**config.mk**
```make
export PLATFORM = sky130hd
export DESIGN_NAME = fpu_issue_ctrl
export DESIGN_NICKNAME = d
export VERILOG_FILES = /design/src/rtl/fpu_issue_ctrl.sv
export SDC_FILE = /design/constraint.sdc
export NUM_CORES = 1
export LEC_CHECK = 0
export ABC_CLOCK_PERIOD_IN_PS = 1900
export CAP_MARGIN = 40
export CORE_MARGIN = 5
export CORE_UTILIZATION = 42
export CTS_CLUSTER_SIZE = 28
export DETAILED_ROUTE_END_ITERATION = 7
export PLACE_DENSITY = 0.76
export SLEW_MARGIN = 5
export SYNTH_ARGS = -nofsm -noshare
export SYNTH_HDL_FRONTEND = slang
export SYNTH_SLANG_ARGS = --single-unit
```
**constraint.sdc**
```tcl
create_clock -name clk -period 1.9 [get_ports clk]
set_input_delay 0.475 -clock clk [delete_from_list [all_inputs] [get_ports clk]]
set_output_delay 0.475 -clock clk [all_outputs]
set_load 0.02 [all_outputs]
```
**src/rtl/fpu_issue_ctrl.sv**
```systemverilog
// Issue sequencer between the integer core and the FP coprocessor datapath.
// Optional memory-ack timeout is enabled by defining FPU_CTRL_TIMEOUT_EN.
module fpu_issue_ctrl #(
    parameter int LAT_ADDSUB     = 2,
    parameter int LAT_MUL        = 3,
    parameter int LAT_DIV        = 8,
    parameter int LAT_MISC       = 1,
    parameter int TIMEOUT_CYCLES = 16
) (
    input  logic       clk,
    input  logic       rst_n,
    input  logic       instr_valid,
    output logic       instr_ready,
    input  logic [5:0] instr_opcode,
    input  logic [4:0] instr_rs,
    input  logic [4:0] instr_rt,
    input  logic [4:0] instr_rd,
    output logic [5:0] cp_opcode,
    output logic [4:0] cp_addr_in1,
    output logic [4:0] cp_addr_in2,
    output logic [4:0] cp_addr_dest,
    output logic       cp_go,
    output logic       cp_write_data_enable,
    output logic       cp_store_sel,
    output logic       mem_req,
    output logic       mem_we,
    input  logic       mem_ack,
    output logic       retire,
    output logic       illegal_op,
    output logic       busy,
    output logic       mem_timeout,
    output logic       err_sticky
);

    localparam int MAX_AM  = (LAT_ADDSUB > LAT_MUL) ? LAT_ADDSUB : LAT_MUL;
    localparam int MAX_DM  = (LAT_DIV > LAT_MISC) ? LAT_DIV : LAT_MISC;
    localparam int MAX_LAT = (MAX_AM > MAX_DM) ? MAX_AM : MAX_DM;
    localparam int CNT_W   = (MAX_LAT > 1) ? $clog2(MAX_LAT) : 1;

    localparam logic [5:0] OP_LW = 6'b110111;
    localparam logic [5:0] OP_SW = 6'b111000;

    typedef enum logic [1:0] {S_IDLE, S_EXEC, S_MEM, S_ILL} state_e;

    state_e           state_q, state_d;
    logic [CNT_W-1:0] cnt_q, cnt_d;
    logic             go_q, go_d;
    logic             is_sw_q, is_sw_d;
    logic [5:0]       op_q, op_d;
    logic [4:0]       rs_q, rs_d, rt_q, rt_d, rd_q, rd_d;
    logic             tmo_hit;
    logic             tmo_fire;

    // Counter preload is LAT-1 so retire lands exactly LAT cycles after accept.
    function automatic logic [CNT_W-1:0] lat_m1(input logic [5:0] op);
        case (op)
            6'b110000, 6'b110001: lat_m1 = CNT_W'(LAT_ADDSUB - 1);
            6'b110010:            lat_m1 = CNT_W'(LAT_MUL - 1);
            6'b110011, 6'b110101: lat_m1 = CNT_W'(LAT_DIV - 1);
            6'b110100, 6'b110110: lat_m1 = CNT_W'(LAT_MISC - 1);
            default:              lat_m1 = '0;
        endcase
    endfunction

    always_ff @(posedge clk) begin
        if (!rst_n) begin
            state_q <= S_IDLE;
            cnt_q   <= '0;
            go_q    <= 1'b0;
            is_sw_q <= 1'b0;
            op_q    <= '0;
            rs_q    <= '0;
            rt_q    <= '0;
            rd_q    <= '0;
        end else begin
            state_q <= state_d;
            cnt_q   <= cnt_d;
            go_q    <= go_d;
            is_sw_q <= is_sw_d;
            op_q    <= op_d;
            rs_q    <= rs_d;
            rt_q    <= rt_d;
            rd_q    <= rd_d;
        end
    end

    always_comb begin
        state_d              = state_q;
        cnt_d                = cnt_q;
        go_d                 = 1'b0;
        is_sw_d              = is_sw_q;
        op_d                 = op_q;
        rs_d                 = rs_q;
        rt_d                 = rt_q;
        rd_d                 = rd_q;
        retire               = 1'b0;
        illegal_op           = 1'b0;
        mem_req              = 1'b0;
        mem_we               = 1'b0;
        cp_store_sel         = 1'b0;
        cp_write_data_enable = 1'b0;
        tmo_fire             = 1'b0;
        case (state_q)
            S_IDLE: begin
                if (instr_valid) begin
                    op_d = instr_opcode;
                    rs_d = instr_rs;
                    rt_d = instr_rt;
                    rd_d = instr_rd;
                    if (instr_opcode >= 6'b110000 && instr_opcode <= 6'b110110) begin
                        state_d = S_EXEC;
                        cnt_d   = lat_m1(instr_opcode);
                        go_d    = 1'b1;
                    end else if (instr_opcode == OP_LW || instr_opcode == OP_SW) begin
                        state_d = S_MEM;
                        is_sw_d = (instr_opcode == OP_SW);
                    end else begin
                        state_d = S_ILL;
                    end
                end
            end
            S_EXEC: begin
                if (cnt_q == '0) begin
                    retire  = 1'b1;
                    state_d = S_IDLE;
                end else begin
                    cnt_d = cnt_q - 1'b1;
                end
            end
            S_MEM: begin
                mem_req      = 1'b1;
                mem_we       = is_sw_q;
                cp_store_sel = is_sw_q;
                // An ack in the limit cycle takes priority over the timeout.
                if (mem_ack) begin
                    retire               = 1'b1;
                    cp_write_data_enable = ~is_sw_q;
                    state_d              = S_IDLE;
                end else if (tmo_hit) begin
                    tmo_fire = 1'b1;
                    state_d  = S_IDLE;
                end
            end
            S_ILL: begin
                illegal_op = 1'b1;
                state_d    = S_IDLE;
            end
            default: state_d = S_IDLE;
        endcase
    end

`ifdef FPU_CTRL_TIMEOUT_EN
    localparam int TMO_W = $clog2(TIMEOUT_CYCLES);

    logic [TMO_W-1:0] tmo_q;
    logic             err_q;

    always_ff @(posedge clk) begin
        if (!rst_n) begin
            tmo_q <= '0;
            err_q <= 1'b0;
        end else begin
            tmo_q <= (state_q == S_MEM) ? tmo_q + 1'b1 : '0;
            if (tmo_fire) err_q <= 1'b1;
        end
    end

    assign tmo_hit     = (tmo_q == TMO_W'(TIMEOUT_CYCLES - 1));
    assign mem_timeout = tmo_fire;
    assign err_sticky  = err_q;
`else
    logic unused_tmo;
    assign unused_tmo  = ^TIMEOUT_CYCLES ^ tmo_fire;
    assign tmo_hit     = 1'b0;
    assign mem_timeout = 1'b0;
    assign err_sticky  = 1'b0;
`endif

    assign instr_ready  = (state_q == S_IDLE);
    assign busy         = ~instr_ready;
    assign cp_go        = go_q;
    assign cp_opcode    = op_q;
    assign cp_addr_in1  = rs_q;
    assign cp_addr_in2  = rt_q;
    assign cp_addr_dest = rd_q;

endmodule

```
==> flow_summary_export.csv, run 1 <==
group,metric,value,unit
power_and_ir_drop,powerDensity,1120,nW/um^2
sta,fin_crit,1860,ps
power_and_ir_drop,vdd_ir_drop_max,0.562,mV
synthesis,synth.area.top_cells,"dfxtp_1 42%, nand2_1 13%, a21oi_1 9.4%",
place,port_buffers,54,
sta,hold_violations,0,
sta,final.setup.worst_slack,43.7,ps
routing,firstDrtPassIters,4,
floorplan,dieArea,4410,sq um
floorplan,die_w,66.4,microns
cells_and_area,fillers,263,
synthesis,synth_compound_area_share,19.8,%
routing,antenna_left,0,
sta,grt_setup_unrepaired,"yes",
synthesis,synth-seq-area-share,42.0,%
synthesis,synth_ff_type,"dfxtp_1",
synthesis,synthAdderAreaFrac,6.56,%
power_and_ir_drop,leakagePower,0.896,nW
routing,post_drt_wl_per_cell,12.8,microns
sta,fin_crit_sh,97.7,%
cells_and_area,num_antenna_cells,0,
clocking,clock_latency,320,ps
run_status,status,"finished clean",
synthesis,synth-async-reset-ratio,0,%
synthesis,yosys_register_bits,28,
sta,slew_violations,0,
clocking,clockRootBuffer,"clkbuf_4",
clocking,clock-sinks,28,
global_route,grt_pass1_vias,1406,
worst_setup_path,worstSetupPathType,"flip-flop to primary output",
global_route,grt_max_degree,23,
cells_and_area,fin_nets,276,
routing,drc,0,
cells_and_area,area_growth,61.9,%
worst_setup_path,crit_fanout,2,
floorplan,io_pins,57,
global_route,grt_pass1_wl,6100,microns
global_route,grtUsageTotal,17.8,%
cells_and_area,final_common_cell,"nand2_1",
synthesis,synth_area_leader_cell,"dfxtp_1",
cells_and_area,drive_gt1_share,24.7,%
sta,fmax,0.539,GHz
place,post-dp-hpwl,2960,microns
synthesis,yosys_warnings,0,
clocking,cts_inserted_buffers,3,
place,pre_cts_ws,-429,ps
cells_and_area,mostFrequentLayoutCells,"47 x nand2_1, 45 x clkdlybuf4s50_1, 33 x buf_4, 25 x a21oi_1, 24 x dfxtp_1",
worst_setup_path,critPathArrivalTime,1380,ps
sta,finalSetupViolations,0,
clocking,ctsHtreeMaxLevel,1,
floorplan,dieHeight,66.4,microns
synthesis,synth_top_area_share,42.0,%
cells_and_area,fin_util,70.8,%
sta,fin_skew,5.38,ps
synthesis,avgSynthCellArea,8.04,sq um
synthesis,synth_top_family_by_area,"simple AND/OR/NAND/NOR gates",
floorplan,core,3050,sq um
synthesis,synth_edf_count,0,
sta,tns,0,ps
synthesis,synthCells,166,
synthesis,synth_cell_types,37,
min_path,hold_path.class,"flip-flop to flip-flop",
power_and_ir_drop,design_power_total,2.41,mW
synthesis,syn_area,1340,sq um
flow_run,max_cap_violations,0,
routing,drt_iter0_drc,50,
clocking,tritoncts,"yes",
worst_setup_path,crit_required,1420,ps
synthesis,synth-xor-area-share,0.656,%
routing,routed_wl,3670,microns
global_route,grt-ovfl-total,0,
floorplan,rows,20,
worst_setup_path,critPathLaunchType,"flip-flop",
routing,vias,1406,
synthesis,synthMuxAreaShare,0.750,%
place,globalplace.congestion,0.827,
synthesis,yosys.area_share.simple,22.4,%
clocking,clk_pin_slew,150,ps
cells_and_area,multiInputGateArea,702,sq um
clocking,cts_buffer_depth,2,
worst_setup_path,endpoint_kind,"primary output",
routing,via_per_inst,4.90,
floorplan,start_util,43.7,%
cells_and_area,regArea,566,sq um
global_route,grt_antenna_before_repair,0,
## final cells by class
type                    instances  area share (%)
repair buffers                 84            34.6
well taps                      44            2.55
flip-flops and latches         28            26.2
clock buffers                   3            1.04
inverters                      10            1.74
clock inverters                 1            1.39
multi-input cells             117            32.5
## per-layer routing
metal  wire [microns]  part of all wire [%]  global-route usage, %  up-vias
met5                0                     0                      0        -
met4               48                   1.3                   6.85        0
met3              272                   7.4                   3.91        4
met2             1910                    52                   34.2       48
met1             1440                    39                   18.5      646
li1                 -                     -                      -      708
## worst max-delay path: stages, from the launching register on
cell and delay [ps]:
dfxtp_2 360, buf_4 140, ha_4 160, inv_2 50, nor2_2 40, o21a_1 180, buf_6 130
## state kept, by name (all words and copies together), names as in the netlist
| signal | count |
|---|---|
| cp_addr_in1 | 5 |
| state_q | 2 |
| cp_opcode | 6 |
| cp_go | 1 |
| is_sw_q | 1 |
| cp_addr_dest | 5 |
| cp_addr_in2 | 5 |
| cnt_q | 3 |
## final timing paths
path | start | end | slack, ps | cells after the start
max | state_q[0]$_SDFFE_PN0P_ | retire | 40 | 6
min | cp_opcode[1]$_SDFFE_PN0P_ | cp_opcode[1]$_SDFFE_PN0P_ | 460 | 2
max reg2reg | state_q[0]$_SDFFE_PN0P_ | cnt_q[0]$_SDFFE_PN0P_ | 130 | 7
min reg2reg | cp_opcode[1]$_SDFFE_PN0P_ | cp_opcode[1]$_SDFFE_PN0P_ | 460 | 2
## kinds of logic (layout without fill, tap and decap cells)
logic type,count (synthesis),in the layout
flip-flops,28,28
buffers and inverters,22,98
multiplexers,1,1
AND/OR/NAND/NOR,64,64
AO/OA/AOI/OAI,42,42
other,1,2
XOR/XNOR,1,1
adder cells (fa/ha/maj),7,7
## per-stage QoR
stage          hold WS (ps)  area [sq um]  cells
2_1_floorplan           452          1340    167
5_1_grt                 488          2160    287
6_report                462          2160    287
3_3_place_gp            441          2080    281
4_1_cts                 466          2120    286
3_5_place_dp            447          2080    281
## Yosys cell counts, drive strengths merged, types with 2 or more instances
cell and count:
nand3b 2, nand2 47, ha 7, nand2b 2, o21ai 3, nor2 4, buf 5, inv 9
dfxtp 28, and2 3, clkbuf 7, a21oi 25
## where the power goes
group	internal (mW)	switching, mW
Combinational	0.607	0.648
Clock	0.213	0.173
Sequential	0.703	0.0658
Total	1.52	0.886
## timing repair
item / CTS / global route
setup buffers: 1 / 1
cloned: 0 / 0
endpoints found under the hold margin: 0 / 0
resized for setup: 29 / 24
hold buffers: 0 / 0
setup endpoints to repair: 8 / 8
pin swaps: 0 / 1
No activity file was read; power rests on OpenSTA's default activity.
==> run 2: changes to the inputs <==
--- a/config.mk
+++ b/config.mk
@@ -7,8 +7,8 @@
 export LEC_CHECK = 0
 export ABC_CLOCK_PERIOD_IN_PS = 1900
 export CAP_MARGIN = 40
-export CORE_MARGIN = 5
 export CORE_UTILIZATION = 42
+export CTS_CLUSTER_DIAMETER = 100
 export CTS_CLUSTER_SIZE = 28
 export DETAILED_ROUTE_END_ITERATION = 7
 export PLACE_DENSITY = 0.76
==> constraint.sdc (replaced) <==
create_clock -name clk -period 1.9 [get_ports clk]
set_input_delay 0.475 -clock clk [delete_from_list [all_inputs] [get_ports clk]]
set_output_delay 0.475 -clock clk [all_outputs]
set_load 0.005 [all_outputs]
==> run 2 against run 1 <==
The flow now finishes with violations (setup timing). Cell area up 3.5%. Maximum frequency down 3.8%. Via count grew 4.7%. Final cell count is the same. Sequential cell count did not move. Sequential share of layout area decreased by 0.82 points. First-iteration DRC count increased by 28%. Clock skew rose by 7.5 ps. Global-route usage rose by 5.3 points. Utilization is 3.1 points higher. Critical path depth decreased by 1. Largest cell class unchanged. Highest routed layer unchanged.
==> flow_summary_export.csv, run 2 (synthesized netlist as in run 1, its figures left out) <==
group,metric,value,unit
routing,drt_iter0_drc,64,
sta,fin_skew,12.9,ps
floorplan,die_w,58.4,microns
floorplan,rows,20,
sta,slew_violations,0,
sta,worstMarginPinSlew,556,ps
cells_and_area,area_growth,67.5,%
place,pre_cts_ws,-303,ps
routing,routed_wl,4230,microns
cells_and_area,fillers,217,
place,dp_cells,274,
run_status,status,"complete, but fails checks",
power_and_ir_drop,leakagePower,0.941,nW
global_route,grt_max_degree,23,
floorplan,io_pins,57,
sta,slew_headroom,62.8,%
power_and_ir_drop,p_sw_share,34.7,%
sta,finalSetupViolations,1,
cells_and_area,final_cells,287,
clocking,tritoncts,"yes",
min_path,min_delay_path_depth,2,
routing,via_per_inst,5.13,
floorplan,core,3030,sq um
cells_and_area,largest_reg_flops,6,
clocking,cts_inserted_buffers,3,
power_and_ir_drop,design_power_total,2.46,mW
routing,antenna_left,0,
place,placed_cell_area,2030,sq um
clocking,postCtsHoldBufs,0,
cells_and_area,fin_nets,276,
worst_setup_path,endpoint_kind,"primary output",
sta,fmax,0.518,GHz
min_path,hold_path.class,"flip-flop to flip-flop",
worst_setup_path,worstSetupPathType,"flip-flop to primary output",
floorplan,dieHeight,58.4,microns
sta,grt_setup_unrepaired,"yes",
global_route,grt-ovfl-total,0,
worst_setup_path,crit_required,1420,ps
worst_setup_path,ff2ff_path_depth,6,
clocking,clk_pin_slew,170,ps
cells_and_area,mostFrequentLayoutCells,"47 x nand2_1, 45 x clkdlybuf4s50_1, 28 x buf_4, 25 x a21oi_1, 25 x dfxtp_1",
routing,drc,0,
place,post-dp-hpwl,2700,microns
global_route,grt_pass1_vias,1354,
global_route,grtUsageTotal,23.2,%
cells_and_area,fin_util,73.8,%
global_route,grt_antenna_before_repair,0,
sta,final.setup.worst_slack,-29.2,ps
power_and_ir_drop,combPwrFrac,51.8,%
clocking,clock_latency,350,ps
cells_and_area,num_antenna_cells,0,
sta,tns,-29.2,ps
place,port_buffers,54,
clocking,clockRootBuffer,"clkbuf_4",
worst_setup_path,critPathLaunchType,"flip-flop",
place,globalplace.congestion,0.829,
run_status,violations,"setup timing",
clocking,ctsHtreeMaxLevel,1,
cells_and_area,final_common_cell,"nand2_1",
power_and_ir_drop,powerDensity,1100,nW/um^2
sta,fin_crit,1930,ps
power_and_ir_drop,p_clk_share,16.6,%
power_and_ir_drop,p_seq_share,31.6,%
flow_run,max_cap_violations,0,
worst_setup_path,critPathArrivalTime,1450,ps
clocking,clock-sinks,28,
routing,firstDrtPassIters,4,
floorplan,dieArea,3410,sq um
routing,vias,1472,
power_and_ir_drop,vdd_ir_drop_max,0.571,mV
clocking,cts_buffer_depth,2,
power_and_ir_drop,internal-power,1.61,mW
power_and_ir_drop,p_sw,0.854,mW
floorplan,start_util,44.1,%
routing,post_drt_wl_per_cell,14.7,microns
cells_and_area,fin_area,2240,sq um
cells_and_area,drive_gt1_share,24.3,%
cells_and_area,regArea,567,sq um
worst_setup_path,crit_fanout,3,
cells_and_area,multiInputGateArea,753,sq um
global_route,grt_pass1_wl,6070,microns
sta,fin_crit_sh,102,%
sta,hold_violations,0,
sta,whs,464,ps
## run 2: metal layers
layer,vias to the layer above,track usage (%),part of all wire (%)
li1,707,-,-
met1,692,27.7,37
met2,64,42.0,54
met3,9,3.52,6.6
met4,0,8.16,2.2
met5,-,0,0
## run 2: final timing paths
| check | from | end | slack (ps) |
|---|---|---|---|
| setup / recovery | state_q[1]$_SDFFE_PN0P_ | retire | -30 |
| hold / removal | cp_addr_in2[2]$_SDFFE_PN0P_ | cp_addr_in2[2]$_SDFFE_PN0P_ | 460 |
| setup reg to reg | state_q[0]$_SDFFE_PN0P_ | cnt_q[2]$_SDFFE_PN0P_ | 80 |
| hold reg to reg | cp_addr_in2[2]$_SDFFE_PN0P_ | cp_addr_in2[2]$_SDFFE_PN0P_ | 460 |
## run 2: area by class of cell
| type | count | area share [%] |
|---|---|---|
| Timing Repair Buffer | 84 | 34.1 |
| Multi-Input combinational cell | 117 | 33.7 |
| Sequential cell | 28 | 25.3 |
| Tap cell | 44 | 2.46 |
| Inverter | 10 | 2.01 |
| Clock inverter | 1 | 1.34 |
| Clock buffer | 3 | 1.01 |
## run 2: worst max-delay path, stage by stage (launching register included)
cell	delay, ps
dfxtp_4	400
buf_6	120
ha_4	150
and2_4	140
o21a_1	180
clkbuf_2	110
## run 2: timing repair
| action | CTS | global route |
|---|---|---|
| hold endpoints to repair | 0 | 0 |
| pin swaps | 0 | 3 |
| endpoints found under the setup margin | 8 | 9 |
| gates resized for setup | 22 | 26 |
| setup buffers | 4 | 5 |
## run 2: power by group through the flow
stage | sequential [mW] | clock, mW | combinational [mW]
global route | 0.789 | 0.438 | 1.39
detailed placement | 0.775 | 0 | 0.987
finish | 0.778 | 0.409 | 1.28
global placement | 0.765 | 0 | 0.958
floorplan | 0.772 | 0 | 0.460
CTS | 0.764 | 0.411 | 1.05
